--- src/rtl/dac_spi_pkg.sv ---
// Shared types and constants for the DAC SPI write path.
// Contents: frame geometry, DAC command bytes, FSM state encoding and the
// packed command+data frame layout shifted out MSB first.
package dac_spi_pkg;

    localparam int unsigned DATA_W    = 16;
    localparam int unsigned CMD_W     = 8;
    localparam int unsigned FRAME_W   = 24;
    localparam int unsigned BIT_CNT_W = 5;

    // Write-and-update: DAC output changes when cs rises.
    localparam logic [CMD_W-1:0] CMD_WRITE_UPDATE = 8'h30;
    // Write input register only: DAC output changes on the LDAC pulse.
    localparam logic [CMD_W-1:0] CMD_WRITE_INPUT  = 8'h10;

    typedef enum logic [1:0] {
        ST_IDLE  = 2'd0,
        ST_SHIFT = 2'd1,
        ST_QUIET = 2'd2
    } state_e;

    typedef struct packed {
        logic [CMD_W-1:0]  cmd;
        logic [DATA_W-1:0] data;
    } frame_t;

endpackage

--- src/rtl/dac_spi_tx_if.sv ---
// Sample handshake between the processing datapath and the DAC SPI master.
// Signals: din (sample), din_valid (source has a sample), din_ready (sink
// can take it). Modports: master = sample source, slave = dac_spi_tx.
interface dac_spi_tx_if;
    import dac_spi_pkg::*;

    logic [DATA_W-1:0] din;
    logic              din_valid;
    logic              din_ready;

    modport master (
        output din,
        output din_valid,
        input  din_ready
    );

    modport slave (
        input  din,
        input  din_valid,
        output din_ready
    );

endinterface

--- src/rtl/sclk_gen.sv ---
// SPI clock divider for dac_spi_tx.
// Ports: clk, rst (sync, active high), en (run while high, clear when low),
// sclk (registered SPI clock, idles low), rise_tick_c / fall_tick_c
// (combinational strobes, high in the cycle whose closing edge moves sclk
// up / down).
module sclk_gen #(
    parameter int unsigned CLK_DIV = 2
) (
    input  logic clk,
    input  logic rst,
    input  logic en,
    output logic sclk,
    output logic rise_tick_c,
    output logic fall_tick_c
);

    localparam int unsigned DIV_W = $clog2(CLK_DIV + 1);

    logic [DIV_W-1:0] div_cnt;
    logic             sclk_q;
    logic             wrap_c;

    // Half-period elapses on this edge.
    assign wrap_c      = en && (div_cnt == DIV_W'(CLK_DIV - 1));
    assign rise_tick_c = wrap_c && !sclk_q;
    assign fall_tick_c = wrap_c &&  sclk_q;
    assign sclk        = sclk_q;

    // Divide counter; held cleared with sclk low whenever disabled.
    always_ff @(posedge clk) begin
        if (rst || !en) begin
            div_cnt <= '0;
            sclk_q  <= 1'b0;
        end else if (wrap_c) begin
            div_cnt <= '0;
            sclk_q  <= ~sclk_q;
        end else begin
            div_cnt <= div_cnt + DIV_W'(1);
        end
    end

endmodule

--- src/rtl/dac_spi_tx.sv ---
// SPI write master for the board DAC: takes one 16-bit sample per handshake
// and sends a 24-bit {CMD, sample} frame MSB first in SPI mode 0, then holds
// cs high for a quiet time before taking the next sample.
// Ports: clk, rst (sync, active high), bus (dac_spi_tx_if.slave: din,
// din_valid, din_ready), cs (active low), sclk, mosi, busy, done (one-cycle
// pulse as cs rises), ldac_n (only when DAC_SPI_LDAC_EN is defined).
// Build option: define DAC_SPI_LDAC_EN to add the ldac_n output and default
// CMD to write-input-register-only.
module dac_spi_tx
    import dac_spi_pkg::*;
#(
    parameter int unsigned CLK_DIV = 2,
    parameter int unsigned T_QUIET = 4,
`ifdef DAC_SPI_LDAC_EN
    parameter logic [CMD_W-1:0] CMD = CMD_WRITE_INPUT
`else
    parameter logic [CMD_W-1:0] CMD = CMD_WRITE_UPDATE
`endif
) (
    input  logic        clk,
    input  logic        rst,
    dac_spi_tx_if.slave bus,
    output logic        cs,
    output logic        sclk,
    output logic        mosi,
    output logic        busy,
    output logic        done
`ifdef DAC_SPI_LDAC_EN
    ,
    output logic        ldac_n
`endif
);

    localparam int unsigned QCNT_W = $clog2(T_QUIET + 1);

    localparam logic [1:0] S_IDLE  = 2'(ST_IDLE);
    localparam logic [1:0] S_SHIFT = 2'(ST_SHIFT);
    localparam logic [1:0] S_QUIET = 2'(ST_QUIET);

    logic [1:0]           state_q,   state_d;
    logic [FRAME_W-1:0]   shreg_q,   shreg_d;
    logic [BIT_CNT_W-1:0] bit_cnt_q, bit_cnt_d;
    logic [QCNT_W-1:0]    q_cnt_q,   q_cnt_d;
    logic                 cs_q,      cs_d;
    logic                 ready_q,   ready_d;
    logic                 busy_q,    busy_d;
    logic                 done_q,    done_d;
    logic                 frame_end_c;
    logic                 rise_tick_c;
    logic                 fall_tick_c;
    logic                 unused_rise;
    frame_t               load_frame_c;

    // Rising sclk edges need no action here: the DAC samples mosi on them.
    assign unused_rise  = rise_tick_c;
    assign load_frame_c = '{cmd: CMD, data: bus.din};

    sclk_gen #(
        .CLK_DIV (CLK_DIV)
    ) u_sclk_gen (
        .clk         (clk),
        .rst         (rst),
        .en          (state_q == S_SHIFT),
        .sclk        (sclk),
        .rise_tick_c (rise_tick_c),
        .fall_tick_c (fall_tick_c)
    );

    // Next-state and output logic.
    always_comb begin
        state_d     = state_q;
        shreg_d     = shreg_q;
        bit_cnt_d   = bit_cnt_q;
        q_cnt_d     = q_cnt_q;
        cs_d        = cs_q;
        ready_d     = ready_q;
        busy_d      = busy_q;
        done_d      = 1'b0;
        frame_end_c = 1'b0;

        case (state_q)
            S_IDLE: begin
                if (bus.din_valid && ready_q) begin
                    shreg_d   = load_frame_c;
                    bit_cnt_d = '0;
                    cs_d      = 1'b0;
                    ready_d   = 1'b0;
                    busy_d    = 1'b1;
                    state_d   = S_SHIFT;
                end
            end

            S_SHIFT: begin
                if (fall_tick_c) begin
                    if (bit_cnt_q == BIT_CNT_W'(FRAME_W - 1)) begin
                        // Clearing the register drops mosi with cs.
                        frame_end_c = 1'b1;
                        shreg_d     = '0;
                        cs_d        = 1'b1;
                        done_d      = 1'b1;
                        // ready is raised one cycle ahead so the next handshake
                        // edge falls exactly T_QUIET cycles after cs rise.
                        if (T_QUIET == 1) begin
                            q_cnt_d = '0;
                            ready_d = 1'b1;
                            busy_d  = 1'b0;
                            state_d = S_IDLE;
                        end else begin
                            q_cnt_d = QCNT_W'(1);
                            state_d = S_QUIET;
                        end
                    end else begin
                        shreg_d   = {shreg_q[FRAME_W-2:0], 1'b0};
                        bit_cnt_d = bit_cnt_q + BIT_CNT_W'(1);
                    end
                end
            end

            S_QUIET: begin
                // q_cnt holds cs-high cycles completed by the end of this cycle.
                if (q_cnt_q == QCNT_W'(T_QUIET - 1)) begin
                    q_cnt_d = '0;
                    ready_d = 1'b1;
                    busy_d  = 1'b0;
                    state_d = S_IDLE;
                end else begin
                    q_cnt_d = q_cnt_q + QCNT_W'(1);
                end
            end

            default: begin
                state_d = S_IDLE;
            end
        endcase
    end

    // State and output registers.
    always_ff @(posedge clk) begin
        if (rst) begin
            state_q   <= S_IDLE;
            shreg_q   <= '0;
            bit_cnt_q <= '0;
            q_cnt_q   <= '0;
            cs_q      <= 1'b1;
            ready_q   <= 1'b1;
            busy_q    <= 1'b0;
            done_q    <= 1'b0;
        end else begin
            state_q   <= state_d;
            shreg_q   <= shreg_d;
            bit_cnt_q <= bit_cnt_d;
            q_cnt_q   <= q_cnt_d;
            cs_q      <= cs_d;
            ready_q   <= ready_d;
            busy_q    <= busy_d;
            done_q    <= done_d;
        end
    end

    assign bus.din_ready = ready_q;
    assign cs            = cs_q;
    assign mosi          = shreg_q[FRAME_W-1];
    assign busy          = busy_q;
    assign done          = done_q;

`ifdef DAC_SPI_LDAC_EN
    localparam int unsigned LDAC_W = $clog2(CLK_DIV + 1);

    logic              ldac_q,     ldac_d;
    logic [LDAC_W-1:0] ldac_cnt_q, ldac_cnt_d;

    // LDAC pulse: low from the cs-rise edge for CLK_DIV cycles.
    always_comb begin
        ldac_d     = ldac_q;
        ldac_cnt_d = ldac_cnt_q;
        if (frame_end_c) begin
            ldac_d     = 1'b0;
            ldac_cnt_d = '0;
        end else if (!ldac_q) begin
            if (ldac_cnt_q == LDAC_W'(CLK_DIV - 1)) begin
                ldac_d     = 1'b1;
                ldac_cnt_d = '0;
            end else begin
                ldac_cnt_d = ldac_cnt_q + LDAC_W'(1);
            end
        end
    end

    always_ff @(posedge clk) begin
        if (rst) begin
            ldac_q     <= 1'b1;
            ldac_cnt_q <= '0;
        end else begin
            ldac_q     <= ldac_d;
            ldac_cnt_q <= ldac_cnt_d;
        end
    end

    assign ldac_n = ldac_q;
`else
    logic unused_frame_end;
    assign unused_frame_end = frame_end_c;
`endif

endmodule

--- src/flat_wrapper.sv ---
// flat-port wrapper written by rule: the top's interface ports become plain ports
module dac_spi_tx_flat import dac_spi_pkg::*;
#(
    parameter int unsigned CLK_DIV = 2,
    parameter int unsigned T_QUIET = 4,

    parameter logic [CMD_W-1:0] CMD = CMD_WRITE_UPDATE

)
  (clk, rst, cs, sclk, mosi, busy, done, bus_din, bus_din_valid, bus_din_ready);
  dac_spi_tx_if bus_i ();
  input  logic clk;
  input  logic rst;
  output logic cs;
  output logic sclk;
  output logic mosi;
  output logic busy;
  output logic done;
  input wire logic [$bits(bus_i.din)-1:0] bus_din;
  input wire logic [$bits(bus_i.din_valid)-1:0] bus_din_valid;
  output wire logic [$bits(bus_i.din_ready)-1:0] bus_din_ready;
  assign bus_i.din = bus_din;
  assign bus_i.din_valid = bus_din_valid;
  assign bus_din_ready = bus_i.din_ready;
  dac_spi_tx #(.CLK_DIV(CLK_DIV), .T_QUIET(T_QUIET), .CMD(CMD)) u_core (.clk(clk), .rst(rst), .bus(bus_i), .cs(cs), .sclk(sclk), .mosi(mosi), .busy(busy), .done(done));
endmodule
--- config.mk ---
export PLATFORM = sky130hd
export DESIGN_NAME = dac_spi_tx_flat
export DESIGN_NICKNAME = d
export VERILOG_FILES = /design/src/rtl/dac_spi_pkg.sv /design/src/rtl/dac_spi_tx_if.sv /design/src/rtl/sclk_gen.sv /design/src/rtl/dac_spi_tx.sv /design/src/flat_wrapper.sv
export SDC_FILE = /design/constraint.sdc
export NUM_CORES = 1
export LEC_CHECK = 0
export ABC_CLOCK_PERIOD_IN_PS = 5500
export BUFFER_PORTS_ARGS = -buffer_cell sky130_fd_sc_hd__buf_2
export CAP_MARGIN = 15
export CORE_MARGIN = 3
export CORE_UTILIZATION = 38
export DETAILED_ROUTE_END_ITERATION = 8
export GPL_TIMING_DRIVEN = 0
export HOLD_SLACK_MARGIN = 0.08
export PLACE_DENSITY = 0.54
export SLEW_MARGIN = 20
export SYNTH_ARGS = -nofsm -noshare
export SYNTH_HDL_FRONTEND = slang
export SYNTH_HIERARCHICAL = 1
export SYNTH_SLANG_ARGS = --single-unit
--- constraint.sdc ---
create_clock -name clk -period 5.5 [get_ports clk]
set_clock_uncertainty 0.15 [all_clocks]
set_input_delay 0.825 -clock clk [delete_from_list [all_inputs] [get_ports clk]]
set_output_delay 0.825 -clock clk [all_outputs]
set_load 0.02 [all_outputs]
# After elaboration in Yosys (flattened, before gate mapping)
# Cells that the tools add are included.
# totals
ff_bits	41
output_inout_bits	6
# op_classes
muxes	27
eq_ne	10
reduce_logical	17
n_addsub	3
bitwise_logic	3
# op_table
cell	n
$mux 24	3
$pmux 24 s2	1
$mux 5	3
$reduce_and 4->1	3
$pmux 5 s2	1
$mux 3	3
$reduce_and 3->1	3
$mux 2	4
$ne 2x1->1 const B	4
$mux 1	7
$pmux 1 s2	3
$pmux 2 s3	1
$pmux 3 s2	1
$reduce_bool 2->1	3
$add 5x1->5 const B	1
$eq 5x5->1 const B	1
$eq 2x1->1 const B	2
$add 3x1->3 const B	1
$eq 3x2->1 const B	1
$logic_and 1x1->1	3
$not 1->1	3
$reduce_or 3->1	1
$add 2x1->2 const B	1
$eq 2x2->1 const B	1
5 further kinds	5

# Depth between registers and ports, before layout
# depth
depth_word	5
mapped_depth	8

# Hierarchy
# Netlist, hierarchy kept.
# modules_own_cells
module	instances	seq_area_each_um2	cells_per_inst	area_each_um2
dac_spi_tx	1	760.7	195	1808.0
sclk_gen	1	60.1	13	120.1

# Worst setup path before layout
# No wires, ideal clock.
# synth_path
path_kind	reg-to-reg
from	register u_core.state_q[1]
to	register u_core.shreg_q[11]
slack_ns	3.518
period_less_slack_ns	1.982
setup_time_ns	0.120
arrival_time_ns	1.713
path_stages_with_launch	9
path_cell_list	dfxtp_1 > nand2b_1 > inv_2 > and3_2 > and3b_1 > buf_2 > buf_4 > nor3_1 > a211o_1
# synth_via
elab_chain_cells	5
elab_cells_between_ends	9
# synth_lines
element	line	text
start: declaration	dac_spi_tx.sv:40	logic [1:0] state_q, state_d;
start signal: assignment	dac_spi_tx.sv:149	state_q <= state_d;
$eq 2x1->1	dac_spi_tx.sv:63	.en (state_q == S_SHIFT),
$logic_and 1x1->1	sclk_gen.sv:24	assign wrap_c = en && (div_cnt == DIV_W'(CLK_DIV - 1));
$logic_and 1x1->1	sclk_gen.sv:26	assign fall_tick_c = wrap_c && sclk_q;
named net u_core.fall_tick_c	dac_spi_tx.sv:50	logic fall_tick_c;
$ne 2x1->1 (no source line)	-	
$reduce_and 3->1 (no source line)	-	
end signal: assignment	dac_spi_tx.sv:150	shreg_q <= shreg_d;
end: declaration	dac_spi_tx.sv:41	logic [FRAME_W-1:0] shreg_q, shreg_d;
# The timed path passes the listed nets, and every way through them passes these cells.
# A chain may end at the register's enable or synchronous reset.

# Final worst setup path
# layout_path
from	register u_core.state_q[0]
to	register u_core.shreg_q[15]
# Same word-level chain as after synthesis.

==> impl_metrics.env <==
export IMPL_fillCellCount=514
export IMPL_routabilityCongestion=0.7743
export IMPL_timing_critical_path_to_type="flip-flop"
export IMPL_finish_net_count=259
export IMPL_power_share_clock_pct=32.9
export IMPL_row_count=25
export IMPL_setup_viol_count_final=0
export IMPL_yosys_warnings=6
export IMPL_sequentialPowerShare_pct=54.3
export IMPL_routed_wirelength_um=4549
export IMPL_dieHeight_um=77.09
export IMPL_global_route_wire_length_before_repair_um=8162
export IMPL_static_power_due_to_leakage_nw=0.9153
export IMPL_placeableCoreArea_sq_um=4817
export IMPL_post_route_min_period_ns=2.469
export IMPL_synth_nets=228
export IMPL_cts_setup_buffers=0
export IMPL_hold_depth=1
export IMPL_largest_net_degree_at_the_start_of_global_routing=14
export IMPL_status="finished, final reports clean"
export IMPL_first_global_vias=1609
export IMPL_final_period_utilization_pct=44.90
export IMPL_initialDrtViolationCount=91
export IMPL_synthToLayoutAreaGrowth_pct=15.11
export IMPL_drive_above_1_share_pct=21.85
export IMPL_antenna_left=0
export IMPL_relSlewSlack_pct=59.11
export IMPL_post_cts_resized=0
export IMPL_power_w=0.0005870
export IMPL_worstPathArrival_ns=2.56
export IMPL_fin_worst_hold_slack_ns=0.2907
export IMPL_tritoncts="built"
export IMPL_layout_common_cells="sky130_fd_sc_hd__dfxtp_1, sky130_fd_sc_hd__buf_2, sky130_fd_sc_hd__nand2b_1"
export IMPL_fp_dieArea_sq_um=5943
export IMPL_grt_util_all_layers_pct=16.92
export IMPL_layoutNonFillerInstCount=305
export IMPL_clock_tree_htree_level_count=2
export IMPL_floorplan_die_width_um=77.09
export IMPL_timing_final_max_slew_violations=0
export IMPL_cts_root_buf="sky130_fd_sc_hd__clkbuf_8"
export IMPL_grt_antenna_before_repair=0
export IMPL_initial_utilization_pct=39.87
export IMPL_gate_power_share_pct=12.9
export IMPL_hp_class="flip-flop to flip-flop"
export IMPL_rsz0062_at_grt="false"
export IMPL_ios=25
export IMPL_number_of_drc_violations_after_detailed_routing=0
export IMPL_inst_count_dp=297
export IMPL_io_port_bufs=24
export IMPL_postCtsHoldBufs=0
export IMPL_required_ns=5.59
export IMPL_final_hold_violation_count=0
export IMPL_path_clk_slew_ns=0.08
export IMPL_cell_count_of_the_worst_reg_to_reg_path=7
export IMPL_antenna_diode_count=0
export IMPL_numClockSinks=41
export IMPL_cap_viol_max_count=0
export IMPL_post_synth_cell_area_avg_sq_um=9.323
export IMPL_via_count_normalized_by_instance_count=5.403
export IMPL_post_detailed_placement_half_perimeter_wirelength_um=3243
export IMPL_worst_path_max_fanout=10
export IMPL_global_route_overflow_total=0
export IMPL_mostFrequentLayoutCell="sky130_fd_sc_hd__dfxtp_1"
export IMPL_stdcell_area_sq_um=2211
export IMPL_fmaxAchievable_mhz=405.0
export IMPL_placed_cell_area_sq_um=2125
export IMPL_crit_type="flip-flop to flip-flop"
export IMPL_cell_internal_pwr_w=0.0004309
export IMPL_net_switching_power_w=0.0001560
export IMPL_wl_per_cell_um=14.91
export IMPL_setup_total_negative_slack_ns=0
export IMPL_power_switching_fraction_pct=26.58
export IMPL_cellPowerDensity_nw_per_um2=265.5
export IMPL_timing_worst_slew_pin_value_ns=0.5979
export IMPL_worst_setup_path_start_kind="flip-flop"
export IMPL_cts_made_buffers=5
export IMPL_worstSkewPairLatency_ns=0.29
export IMPL_bufs_on_longest_clock_path=2
export IMPL_drt_pre_antenna_iters=4
export IMPL_worst_vdd_ir_mv=0.1172
export IMPL_routed_vias=1648
export IMPL_netlist_instances=206
export IMPL_synth_cell_area_sq_um=1921
## flip-flops by register name (all words and copies together) (netlist names)
signal / flops
u_core/u_sclk_gen/div_cnt: 2
u_core/bit_cnt_q: 5
u_core/state_q: 2
u_core/cs: 1
u_core/done: 1
u_core/shreg_q: 24
u_core/bus.din_ready: 1
u_core/busy: 1
u_core/u_sclk_gen/sclk: 1
u_core/q_cnt_q: 3
## power groups by stage
stage | logic (W) | clock network, W | registers, W
2_1_floorplan | 0.0000495 | 0 | 0.000327
3_3_place_gp | 0.0000758 | 0 | 0.000325
3_5_place_dp | 0.0000760 | 0 | 0.000325
4_1_cts | 0.0000762 | 0.000203 | 0.000319
5_1_grt | 0.0000848 | 0.000217 | 0.000320
6_report | 0.0000755 | 0.000193 | 0.000318
## worst paths after layout
check | start | endpoint | slack (ns)
setup / recovery | u_core/state_q[0]$_SDFFE_PP0P_ | u_core/shreg_q[15]$_SDFFE_PP0P_ | 3.03
hold / removal | u_core/u_sclk_gen/div_cnt[0]$_SDFF_PP0_ | u_core/u_sclk_gen/div_cnt[0]$_SDFF_PP0_ | 0.29
setup reg to reg | u_core/state_q[0]$_SDFFE_PP0P_ | u_core/shreg_q[15]$_SDFFE_PP0P_ | 3.03
hold reg to reg | u_core/u_sclk_gen/div_cnt[0]$_SDFF_PP0_ | u_core/u_sclk_gen/div_cnt[0]$_SDFF_PP0_ | 0.29
## through the flow
| step | util, % | setup slack, ns |
|---|---|---|
| after floorplan | - | 3.528 |
| after global placement | 44.10 | 3.065 |
| after detailed placement | 44.10 | 3.132 |
| after CTS | 45.90 | 3.092 |
| after global routing | 45.90 | 2.904 |
| final | 45.90 | 3.031 |
## worst max-delay path: stages, from the launching register on
cell,delay [ns]
sky130_fd_sc_hd__dfxtp_1,0.44
sky130_fd_sc_hd__nand2b_1,0.22
sky130_fd_sc_hd__inv_2,0.22
sky130_fd_sc_hd__and3_2,0.26
sky130_fd_sc_hd__nand3b_1,0.10
sky130_fd_sc_hd__clkbuf_1,0.21
sky130_fd_sc_hd__a2111oi_0,0.63
sky130_fd_sc_hd__a221o_1,0.19
## area by class of cell
class,instances,area (sq um),share of cell area [%]
multi-input combinational,139,979.7,44.31
sequential,41,820.8,37.13
timing repair buffer,24,120.1,5.433
buffer,17,86.33,3.905
tap,67,83.83,3.792
clock buffer,5,68.82,3.113
inverter,9,33.78,1.528
clock inverter,3,17.52,0.7923
## routing by layer
metal,share of wire [%],wire [um],vias to the layer above,GRT usage (%)
met5,0,0,-,0
met4,0.92,42,0,4.270
met3,5.4,247,4,4.108
met2,44,1988,46,25.96
met1,50,2271,751,23.78
li1,-,-,847,-
Note: power is estimated with default switching activity, not from simulation.
